### src/rtl/ascii_hex_pkg.sv
// ascii_hex_pkg: shared state type, delimiter constants and character-class
// helpers for the ASCII hex parser.
package ascii_hex_pkg;

  typedef enum logic [1:0] {
    IDLE  = 2'd0,
    ACCUM = 2'd1,
    EMIT  = 2'd2,
    SKIP  = 2'd3
  } state_t;

  localparam logic [7:0] CH_SPACE = 8'h20;
  localparam logic [7:0] CH_COMMA = 8'h2C;
  localparam logic [7:0] CH_CR    = 8'h0D;
  localparam logic [7:0] CH_LF    = 8'h0A;
  localparam logic [7:0] CH_TAB   = 8'h09;

  // True for '0'-'9', 'A'-'F', 'a'-'f'.
  function automatic logic is_hex_char(input logic [7:0] c);
    return ((c >= 8'h30) && (c <= 8'h39)) ||
           ((c >= 8'h41) && (c <= 8'h46)) ||
           ((c >= 8'h61) && (c <= 8'h66));
  endfunction

  // True for the token delimiters.
  function automatic logic is_delim_char(input logic [7:0] c);
    return (c == CH_SPACE) || (c == CH_COMMA) || (c == CH_CR) ||
           (c == CH_LF) || (c == CH_TAB);
  endfunction

endpackage

### src/rtl/ascii_hex_parser_ascii2hex.sv
// ascii2hex: combinational ASCII character to nibble converter.
// Non-hex input maps to 0; callers decode validity separately.
module ascii2hex (
  input  logic [7:0] ch,
  output logic [3:0] nibble_c
);

  // Map the three hex ranges onto 0..15.
  always_comb begin
    nibble_c = 4'h0;
    if ((ch >= 8'h30) && (ch <= 8'h39)) begin
      nibble_c = 4'(ch - 8'h30);
    end else if ((ch >= 8'h41) && (ch <= 8'h46)) begin
      nibble_c = 4'(ch - 8'h37);
    end else if ((ch >= 8'h61) && (ch <= 8'h66)) begin
      nibble_c = 4'(ch - 8'h57);
    end
  end

endmodule

### src/rtl/ascii_hex_parser.sv
// ascii_hex_parser: frames an ASCII hex character stream into binary words
// with a valid/ready output, digit count and per-token error strobe.
// Optional: define ASCII_HEX_PARSER_PREFIX_EN to accept a "0x"/"0X" prefix.
module ascii_hex_parser
  import ascii_hex_pkg::*;
#(
  parameter int unsigned DATA_W = 32,
  localparam int unsigned CNT_W = $clog2(DATA_W / 4 + 1)
) (
  input  logic              clk,
  input  logic              nrst,
  input  logic [7:0]        in_data,
  input  logic              in_valid,
  output logic              in_ready,
  output logic [DATA_W-1:0] out_data,
  output logic [CNT_W-1:0]  out_ndigits,
  output logic              out_valid,
  input  logic              out_ready,
  output logic              err_pulse
);

  localparam int unsigned DIGITS = DATA_W / 4;

  state_t            state, state_n;
  logic [DATA_W-1:0] acc, acc_n;
  logic [CNT_W-1:0]  cnt, cnt_n, cnt_inc;
  logic [3:0]        nibble_c;
  logic              accept, is_hex, is_delim, pfx_hit, err_n;

  ascii2hex u_ascii2hex (
    .ch       (in_data),
    .nibble_c (nibble_c)
  );

  assign accept   = in_valid && in_ready;
  assign is_hex   = is_hex_char(in_data);
  assign is_delim = is_delim_char(in_data);
  assign cnt_inc  = CNT_W'(cnt + 1'b1);

`ifdef ASCII_HEX_PARSER_PREFIX_EN
  logic pfx, pfx_n;

  // A prefix is a single 'x'/'X' right after a leading '0', once per token.
  assign pfx_hit = (state == ACCUM) && (cnt == CNT_W'(1)) && (acc == '0) && !pfx &&
                   ((in_data == 8'h78) || (in_data == 8'h58));

  // Prefix-seen flag; cleared whenever the token leaves ACCUM.
  always_ff @(posedge clk or negedge nrst) begin
    if (!nrst) pfx <= 1'b0;
    else       pfx <= pfx_n;
  end

  // Next value of the prefix-seen flag.
  always_comb begin
    pfx_n = pfx;
    if (accept && pfx_hit)  pfx_n = 1'b1;
    if (state_n != ACCUM)   pfx_n = 1'b0;
  end
`else
  assign pfx_hit = 1'b0;
`endif

  // Next-state, accumulator and error decode.
  always_comb begin
    state_n = state;
    acc_n   = acc;
    cnt_n   = cnt;
    err_n   = 1'b0;
    if (state == EMIT) begin
      if (out_ready) begin
        state_n = IDLE;
        acc_n   = '0;
        cnt_n   = '0;
      end
    end else if (accept) begin
      if (is_hex) begin
        if (state != SKIP) begin
          acc_n   = (acc << 4) | DATA_W'(nibble_c);
          cnt_n   = cnt_inc;
          state_n = (cnt_inc == CNT_W'(DIGITS)) ? EMIT : ACCUM;
        end
      end else if (pfx_hit) begin
        cnt_n = '0;
      end else if (is_delim) begin
        if (state == SKIP) begin
          state_n = IDLE;
          err_n   = 1'b1;
        end else if (state == ACCUM) begin
          // A bare prefix with no digits is an error token.
          if (cnt == '0) begin
            state_n = IDLE;
            err_n   = 1'b1;
          end else begin
            state_n = EMIT;
          end
        end
      end else begin
        acc_n   = '0;
        cnt_n   = '0;
        state_n = SKIP;
      end
    end
  end

  // State, accumulator and registered outputs.
  always_ff @(posedge clk or negedge nrst) begin
    if (!nrst) begin
      state       <= IDLE;
      acc         <= '0;
      cnt         <= '0;
      in_ready    <= 1'b0;
      out_valid   <= 1'b0;
      out_data    <= '0;
      out_ndigits <= '0;
      err_pulse   <= 1'b0;
    end else begin
      state     <= state_n;
      acc       <= acc_n;
      cnt       <= cnt_n;
      in_ready  <= (state_n != EMIT);
      out_valid <= (state_n == EMIT);
      err_pulse <= err_n;
      if (state_n == EMIT) begin
        out_data    <= acc_n;
        out_ndigits <= cnt_n;
      end
    end
  end

endmodule
### config.mk
export PLATFORM = sky130hd
export DESIGN_NAME = ascii_hex_parser
export DESIGN_NICKNAME = d
export VERILOG_FILES = /design/src/rtl/ascii_hex_pkg.sv /design/src/rtl/ascii_hex_parser_ascii2hex.sv /design/src/rtl/ascii_hex_parser.sv
export SDC_FILE = /design/constraint.sdc
export NUM_CORES = 1
export LEC_CHECK = 0
export ABC_CLOCK_PERIOD_IN_PS = 5900
export BUFFER_PORTS_ARGS = -buffer_cell sky130_fd_sc_hd__buf_2
export CAP_MARGIN = 20
export CORE_MARGIN = 3
export CORE_UTILIZATION = 30
export DETAILED_ROUTE_END_ITERATION = 12
export PLACE_DENSITY = 0.55
export SYNTH_ARGS = -nofsm -noshare
export SYNTH_HDL_FRONTEND = slang
export SYNTH_SLANG_ARGS = --single-unit
### constraint.sdc
create_clock -name clk -period 5.9 [get_ports clk]
set_input_delay 0.885 -clock clk [delete_from_list [all_inputs] [get_ports clk]]
set_output_delay 0.885 -clock clk [all_outputs]
set_load 0.05 [all_outputs]
==> results of run 1 <==
==> final timing paths <==
kind                             startpoint              to
worst min-delay path            out_data[6]     out_data[6]
max in group asynchronous              nrst     out_data[3]
worst max-delay path             in_data[0]  out_ndigits[3]
worst min register to register  out_data[6]     out_data[6]
worst max register to register     state[1]  out_ndigits[3]
min in group asynchronous              nrst        state[0]
==> final cells by class <==
type,count,area [um^2]
clock buffer,9,225
clock inverter,7,97.6
fill,1081,6860
inverter,6,22.5
multi-input combinational,155,1350
sequential,77,1930
tap,140,175
timing repair buffer,53,275
==> state kept, by name (all words and copies together), names as in the netlist <==
signal and flops:
acc 32, out_ndigits 4, out_valid 1, cnt 4, state 2, in_ready 1, err_pulse 1, out_data 32
==> metal layers <==
layer,routed length (um),up-vias,track usage
li1,-,1030,-
met1,3330,1067,0.158
met2,3210,50,0.170
met3,316,7,0.0334
met4,66,0,0.0409
met5,0,-,0
==> where the power goes <==
group / internal, mW / total, mW / switching [mW]
sequential: 0.544 / 0.564 / 0.0203
clock: 0.371 / 0.584 / 0.213
combinational: 0.0500 / 0.179 / 0.129
==> through the flow <==
stage               setup WS (ns)  power (mW)
finish                       2.58        1.33
global route                 2.44        1.38
CTS                          2.58        1.35
detailed placement           2.24       0.755
global placement             2.31       0.752
floorplan                    2.80       0.705
==> placed cells by master, fill, tap and decap left out, types with 3 or more instances in the layout <==
cell,instances
a211oi_1,3
a21oi_1,3
a22o_1,31
and2_1,4
buf_2,49
buf_4,4
clkbuf_16,9
dfrtp_1,77
ha_1,7
inv_1,6
mux2_1,10
mux2_2,17
mux2_4,10
nand2_1,14
nand2b_1,3
nand3_1,3
nor2_1,8
nor3b_1,3
o211ai_1,5
o21ai_0,8
==> logic make-up (layout without fill, tap and decap cells) <==
family / count (synthesis) / after routing / synth area share
AOI/OAI and AO/OA: 62 / 62 / 0.150
xor gates and xnor gates: 3 / 3 / 0.00776
adders and majority gates: 7 / 7 / 0.0259
buffers and inverters: 20 / 75 / 0.0347
DFF: 77 / 77 / 0.569
muxes: 38 / 38 / 0.137
and+or+nand+nor: 45 / 45 / 0.0747
==> worst register-to-register path, cell delays in order (launching register included) <==
cell	delay (ns)
dfrtp_1	0.51
and2_1	0.32
or3_1	0.40
o221a_4	0.24
a211oi_4	0.14
buf_4	0.49
mux2_2	0.44
==> impl_metrics.json, run 1 <==
{
  "max_stage_delay_ns": 0.49,
  "r2r_slack_ns": 3.24,
  "synth_nets": 271,
  "coreArea_mm2": 0.0109,
  "worst_slew_pin_slew_ns": 0.958,
  "clk_latency_ns": 0.33,
  "nets": 321,
  "port_buffers": 50,
  "cts_tree": "done",
  "final.min_clock_period_ns": 3.32,
  "final_area_mm2": 0.00408,
  "power_leakage_nw": 2.06,
  "synth.avg_cell_area_um2": 13.4,
  "fmax_mhz": 301,
  "yosysTopAreaCellShare": 0.569,
  "cts_buffers": 9,
  "cts_max_path_buffers": 2,
  "rsz0062_at_grt": "false",
  "drt-total-wl_um": 6920,
  "cts.repair.resized": 0,
  "hp-class": "flop to flop",
  "grt_max_degree": 78,
  "skew_ns": 0.00916,
  "hold_buffers": 0,
  "cts.clk_slew.worst_paths_ns": 0.06,
  "drv_cap": 0,
  "wire_per_inst_um": 15.5,
  "overflow": 0,
  "reg2regPathDepth": 6,
  "yosysTopAreaCell": "dfrtp_1",
  "finalHoldViolations": 0,
  "synth-edff-count": 0,
  "grt_pass1_vias": 2197,
  "yosys_warnings": 0,
  "ys_seq_area_frac": 0.569,
  "critPathMaxFanout": 38,
  "relSlewSlack": 0.361,
  "drt_pass1_iterations": 5,
  "synth-async-reset-ratio": 1.00,
  "die_h_um": 112,
  "start_util": 0.309,
  "place_congestion": 0.780,
  "crit_type": "primary input to flop",
  "via_per_inst": 4.82,
  "synth_area_leaders": "dfrtp_1, a22o_1, mux2_2",
  "cp_slowest_cell": "buf_4",
  "final_util": 0.373,
  "drc": 0,
  "synthTopCellsByCount": "dfrtp_1, a22o_1, mux2_2, nand2_1",
  "power_density_mw_per_mm2": 325,
  "layout.cells.non_filler": 447,
  "post-dp-hpwl_um": 4600,
  "synth_cell_types": 46,
  "antenna_found_initial": 0,
  "synthFlopType": "dfrtp_1",
  "drive_above_1_share": 0.332,
  "post_dp_cell_area_mm2": 0.00375,
  "yosysMostFrequentCell": "dfrtp_1",
  "start_kind": "primary input",
  "diodes": 0,
  "crit_cells": 10,
  "vias": 2154,
  "cp_cell_sequence": "buf_2, inv_1, ha_1, or3b_2, nand4_1, o31a_4, nor4_4, a211oi_4, buf_4, mux2_2",
  "globalRouteTotalUtil": 0.114,
  "dieWidth_um": 112,
  "finalSetupViolCount": 0,
  "fin_crit_sh": 0.562,
  "core.rowCount": 38,
  "ir_worst_vdd_v": 0.000146,
  "synth_area_mm2": 0.00338,
  "detail-route-antenna-nets": 0,
  "area_delta_synth_final_pct": 20.4,
  "finalSetupTns_ns": 0,
  "end_kind": "flop",
  "drt_iter0_drc": 68,
  "dp_cells": 431,
  "cp_top_family": "simple AND/OR/NAND/NOR gates",
  "syn_inst": 252,
  "cts_sinks": 77,
  "cts_setup_buffers": 0,
  "arrival_ns": 3.53,
  "crit_buf_inv": 3,
  "grt_pass1_wl_um": 11500,
  "cts-root-buf": "clkbuf_16",
  "die-area_mm2": 0.0126,
  "h-tree-depth": 3,
  "crit_required_ns": 6.11,
  "worstHoldPathCells": 1,
  "final_max_slew_viol_count": 0,
  "status": "completed",
  "hold_ws_ns": 0.478,
  "io_pins": 51,
  "ys_seq_elements": 77
}
Note: power is estimated with default switching activity, not from simulation.
==> inputs of run 2 (changes only) <==
--- a/config.mk
+++ b/config.mk
@@ -5,13 +5,13 @@
 export SDC_FILE = /design/constraint.sdc
 export NUM_CORES = 1
 export LEC_CHECK = 0
-export ABC_CLOCK_PERIOD_IN_PS = 5900
+export ABC_CLOCK_PERIOD_IN_PS = 2900
 export BUFFER_PORTS_ARGS = -buffer_cell sky130_fd_sc_hd__buf_2
 export CAP_MARGIN = 20
 export CORE_MARGIN = 3
 export CORE_UTILIZATION = 30
 export DETAILED_ROUTE_END_ITERATION = 12
-export PLACE_DENSITY = 0.55
+export PLACE_DENSITY = 0.57
 export SYNTH_ARGS = -nofsm -noshare
 export SYNTH_HDL_FRONTEND = slang
 export SYNTH_SLANG_ARGS = --single-unit
==> constraint.sdc (replaced) <==
create_clock -name clk -period 2.9 [get_ports clk]
set_input_delay 0.435 -clock clk [delete_from_list [all_inputs] [get_ports clk]]
set_output_delay 0.435 -clock clk [all_outputs]
set_load 0.05 [all_outputs]
==> run 2 against run 1 <==
Clock-buffer cell count is 1 higher. Final cell count is 1.1% higher. Critical path type unchanged. Clock skew is 0.0026 ns lower. Routed wire length is 1.5% lower. Non-clock buffer count is 5 higher. Largest cell class unchanged.
==> impl_metrics.json, run 2 (synthesis results as in run 1) <==
{
  "die-area_mm2": 0.0126,
  "finalSetupViolCount": 0,
  "nets": 326,
  "vias": 2190,
  "place_congestion": 0.888,
  "status": "completed",
  "arrival_ns": 2.68,
  "diodes": 0,
  "finalSetupTns_ns": 0,
  "overflow": 0,
  "grt_pass1_vias": 2263,
  "dieWidth_um": 112,
  "port_buffers": 50,
  "drv_cap": 0,
  "via_per_inst": 4.85,
  "start_util": 0.309,
  "h-tree-depth": 3,
  "hold_ws_ns": 0.252,
  "dp_cells": 436,
  "io_pins": 51,
  "final.min_clock_period_ns": 2.47,
  "antenna_found_initial": 0,
  "rsz0062_at_grt": "false",
  "die_h_um": 112,
  "cts.repair.resized": 0,
  "skew_ns": 0.00653,
  "area_delta_synth_final_pct": 21.0,
  "drc": 0,
  "grt_max_degree": 78,
  "reg.largest.list": "acc (32), out_data (32)",
  "hold_buffers": 0,
  "cts_setup_buffers": 0,
  "grt_pass1_wl_um": 11600,
  "cp_cell_sequence": "buf_2, inv_1, ha_1, or3b_2, nand4_1, o31a_4, nor4_4, a211oi_4, buf_12, mux2_1",
  "detail-route-antenna-nets": 0,
  "worst_slew_pin_slew_ns": 0.947,
  "ir_worst_vdd_v": 0.000323,
  "start_kind": "primary input",
  "hp-class": "primary input to async pin",
  "finalHoldViolations": 0,
  "fin_crit_sh": 0.852,
  "crit_required_ns": 3.11,
  "cts_buffers": 9,
  "p_total_mw": 2.53,
  "end_kind": "flop",
  "max_stage_delay_ns": 0.47,
  "final_max_slew_viol_count": 0,
  "fmax_mhz": 405,
  "power_density_mw_per_mm2": 619,
  "clk_latency_ns": 0.32,
  "wire_per_inst_um": 15.1,
  "cts-root-buf": "clkbuf_16",
  "cts_sinks": 77,
  "post-dp-hpwl_um": 4640,
  "cts_tree": "done",
  "cp_slowest_cell": "or3b_2",
  "drt-total-wl_um": 6820,
  "core.rowCount": 38,
  "final_common_cell": "dfrtp_1",
  "coreArea_mm2": 0.0109,
  "drt_iter0_drc": 85,
  "power_leakage_nw": 2.07,
  "cts.clk_slew.worst_paths_ns": 0.06,
  "cts_max_path_buffers": 2,
  "drt_pass1_iterations": 4,
  "drive_above_1_share": 0.343,
  "relSlewSlack": 0.368,
  "critPathMaxFanout": 38,
  "layout.cells.non_filler": 452,
  "final_cell_mix": "dfrtp_1, buf_2, a22o_1",
  "crit_type": "primary input to flop",
  "globalRouteTotalUtil": 0.115
}
==> run 2: layer usage <==
| metal | wire length, um | global-route usage | vias to the layer above | share of wire |
|---|---|---|---|---|
| met5 | 0 | 0 | - | 0 |
| met4 | 113 | 0.0409 | 0 | 0.017 |
| met3 | 291 | 0.0388 | 7 | 0.043 |
| met2 | 3290 | 0.178 | 43 | 0.48 |
| met1 | 3130 | 0.152 | 1100 | 0.46 |
| li1 | - | - | 1040 | - |
==> run 2: path summary, 6_finish.rpt <==
kind / from / endpoint / slack [ns] / depth (start not counted)
max: in_data[1] / out_data[6] / 0.43 / 10
min: nrst / err_pulse / 0.25 / 1
max reg2reg: state[1] / out_data[6] / 0.46 / 6
min reg2reg: out_data[4] / out_data[4] / 0.49 / 1
max in group asynchronous: nrst / out_data[17] / 2.04 / 1
min in group clk: out_data[4] / out_data[4] / 0.49 / 1
==> run 2: layout make-up <==
class	instances	area, um^2
Multi-Input combinational cell	155	1350
Sequential cell	77	1930
Fill cell	1080	6840
Clock inverter	6	38.8
Inverter	6	22.5
Tap cell	140	175
Clock buffer	10	239
Timing Repair Buffer	58	338
==> run 2: worst max-delay path: cells and delay by family <==
family | cells | cell delay (ns)
AOI/OAI and AO/OA | 2 | 0.48
adders and majority gates | 1 | 0.22
buffers and inverters | 3 | 0.46
muxes | 1 | 0.36
and+or+nand+nor | 3 | 0.69
==> run 2: report_power, final <==
part | total [mW] | internal (mW) | switching, mW
registers | 1.15 | 1.11 | 0.0428
clock network | 1.01 | 0.598 | 0.411
logic | 0.374 | 0.113 | 0.261
==> run 2: stage by stage <==
stage | worst slack, ns | cell area [um^2] | util
finish | 0.430 | 4090 | 0.374
global route | 0.292 | 4090 | 0.374
CTS | 0.437 | 4090 | 0.374
detailed placement | 0.0992 | 3820 | 0.349
global placement | 0.138 | 3820 | 0.349
floorplan | 0.248 | 3380 | -
==> inputs of run 3 (changes only) <==
--- a/config.mk
+++ b/config.mk
@@ -8,10 +8,12 @@
 export ABC_CLOCK_PERIOD_IN_PS = 2900
 export BUFFER_PORTS_ARGS = -buffer_cell sky130_fd_sc_hd__buf_2
 export CAP_MARGIN = 20
+export CELL_PAD_IN_SITES_DETAIL_PLACEMENT = 1
+export CELL_PAD_IN_SITES_GLOBAL_PLACEMENT = 2
 export CORE_MARGIN = 3
-export CORE_UTILIZATION = 30
+export CORE_UTILIZATION = 35
 export DETAILED_ROUTE_END_ITERATION = 12
-export PLACE_DENSITY = 0.57
+export PLACE_DENSITY = 0.83
 export SYNTH_ARGS = -nofsm -noshare
 export SYNTH_HDL_FRONTEND = slang
 export SYNTH_SLANG_ARGS = --single-unit
==> run 3 against run 2 <==
Critical path depth down 3. Clock-buffer cell count up 1. Critical path type unchanged. Largest cell class unchanged. Register-to-register slack better by 0.02 ns. Clock skew down 0.00071 ns. Clock power down 14%. Via count up 0.96%. Cell area down 1.6%. Routed wire length up 6.0%. Core utilization up 5.8 points. Worst setup slack worse by 0.033 ns.
==> impl_metrics.json, run 3 (synthesis results as in run 1) <==
{
  "status": "completed",
  "final_util": 0.432,
  "post-dp-hpwl_um": 4990,
  "detail-route-antenna-nets": 0,
  "cp_top_family": "compound AO/OA/AOI/OAI gates",
  "fin_crit_sh": 0.863,
  "power_leakage_nw": 2.05,
  "finalSetupTns_ns": 0,
  "worst_slew_pin_slew_ns": 0.952,
  "globalRouteTotalUtil": 0.141,
  "dieWidth_um": 104,
  "relSlewSlack": 0.365,
  "cts_buffers": 9,
  "hold_ws_ns": 0.233,
  "cp_cell_sequence": "buf_2, or4b_1, o31a_4, o221a_4, a211oi_4, buf_4, mux2_1",
  "critPathMaxFanout": 12,
  "overflow": 0,
  "start_util": 0.363,
  "post-place-ws_ns": 0.0550,
  "crit_type": "primary input to flop",
  "area_delta_synth_final_pct": 19.0,
  "p_total_mw": 2.41,
  "fin_ws_ns": 0.397,
  "io_pins": 51,
  "via_per_inst": 5.03,
  "vias": 2211,
  "cts.repair.resized": 0,
  "power_density_mw_per_mm2": 597,
  "hold_buffers": 0,
  "die_h_um": 104,
  "finalSetupViolCount": 0,
  "drive_above_1_share": 0.338,
  "cts_tree": "done",
  "end_kind": "flop",
  "rsz0062_at_grt": "false",
  "fmax_mhz": 400,
  "diodes": 0,
  "final.min_clock_period_ns": 2.50,
  "hp-class": "primary input to async pin",
  "arrival_ns": 2.71,
  "clk_latency_ns": 0.34,
  "max_stage_delay_ns": 0.56,
  "crit_buf_inv": 2,
  "drt_iter0_drc": 79,
  "ir_worst_vdd_v": 0.000261,
  "drc": 0,
  "multi_input_area_mm2": 0.00135,
  "start_kind": "primary input",
  "drv_cap": 0,
  "grt_max_degree": 78,
  "fillers": 1010,
  "drt-total-wl_um": 7220,
  "skew_ns": 0.00582,
  "grt_pass1_wl_um": 12500,
  "seq_area_mm2": 0.00193,
  "port_buffers": 50,
  "coreArea_mm2": 0.00933,
  "cts_max_path_buffers": 2,
  "h-tree-depth": 3,
  "reg.largest.list": "acc (32), out_data (32)",
  "drt_pass1_iterations": 4,
  "cts-root-buf": "clkbuf_8",
  "cts_sinks": 77,
  "cts.clk_slew.worst_paths_ns": 0.07,
  "wire_per_inst_um": 16.4,
  "final_max_slew_viol_count": 0,
  "grt_pass1_vias": 2405,
  "finalHoldViolations": 0,
  "cp_slowest_cell": "or4b_1",
  "cts_setup_buffers": 0,
  "place_congestion": 0.778,
  "final_common_cell": "dfrtp_1",
  "crit_required_ns": 3.11,
  "nets": 326,
  "core.rowCount": 35,
  "final_cell_mix": "dfrtp_1, buf_2, a22o_1",
  "die-area_mm2": 0.0109,
  "antenna_found_initial": 0
}
[run 3: changes by cell type in the layout (fill, tap and decap cells not counted)]
| cell | change |
|---|---|
| clkbuf_8 | +9 |
| bufinv_16 | +2 |
| clkinv_2 | -2 |
| clkbuf_1 | +1 |
| buf_12 | +1 |
| clkinv_4 | -1 |
| clkinvlp_4 | -1 |
| clkbuf_16 | -9 |
| buf_4 | -1 |
[run 3: final cells by class]
| type | count | share of cell area |
|---|---|---|
| timing repair buffer | 58 | 0.0870 |
| clock buffer | 11 | 0.0351 |
| clock inverter | 4 | 0.0180 |
| sequential | 77 | 0.478 |
| inverter | 6 | 0.00559 |
| multi-input combinational | 155 | 0.336 |
| tap | 129 | 0.0401 |
[run 3: worst paths after layout]
kind                              from      endpoint  slack [ns]  depth (start not counted)
setup / recovery            in_data[3]   out_data[3]        0.40                          7
hold / removal                    nrst       acc[30]        0.23                          1
setup reg to reg              state[0]   out_data[3]        0.48                          6
hold reg to reg            out_data[4]   out_data[4]        0.48                          1
max in group asynchronous         nrst  out_data[16]        2.05                          1
min in group clk           out_data[4]   out_data[4]        0.48                          1
[run 3: metrics by stage]
stage                     std cells  cell area, um^2
after CTS                       440             4030
after detailed placement        425             3810
after global routing            440             4030
after global placement          425             3810
final                           440             4030
after floorplan                 252             3380
[run 3: where the power goes]
part           internal, mW  leakage [nW]  total, mW  switching, mW
Sequential             1.10          1.06       1.13         0.0238
Combinational         0.127         0.880      0.411          0.284
Clock                 0.502         0.105      0.867          0.365
[run 3: per-layer routing]
| metal | track usage | share of wire |
|---|---|---|
| met1 | 0.183 | 0.45 |
| met2 | 0.236 | 0.51 |
| met3 | 0.0329 | 0.028 |
| met4 | 0.0399 | 0.0073 |
| met5 | 0 | 0 |
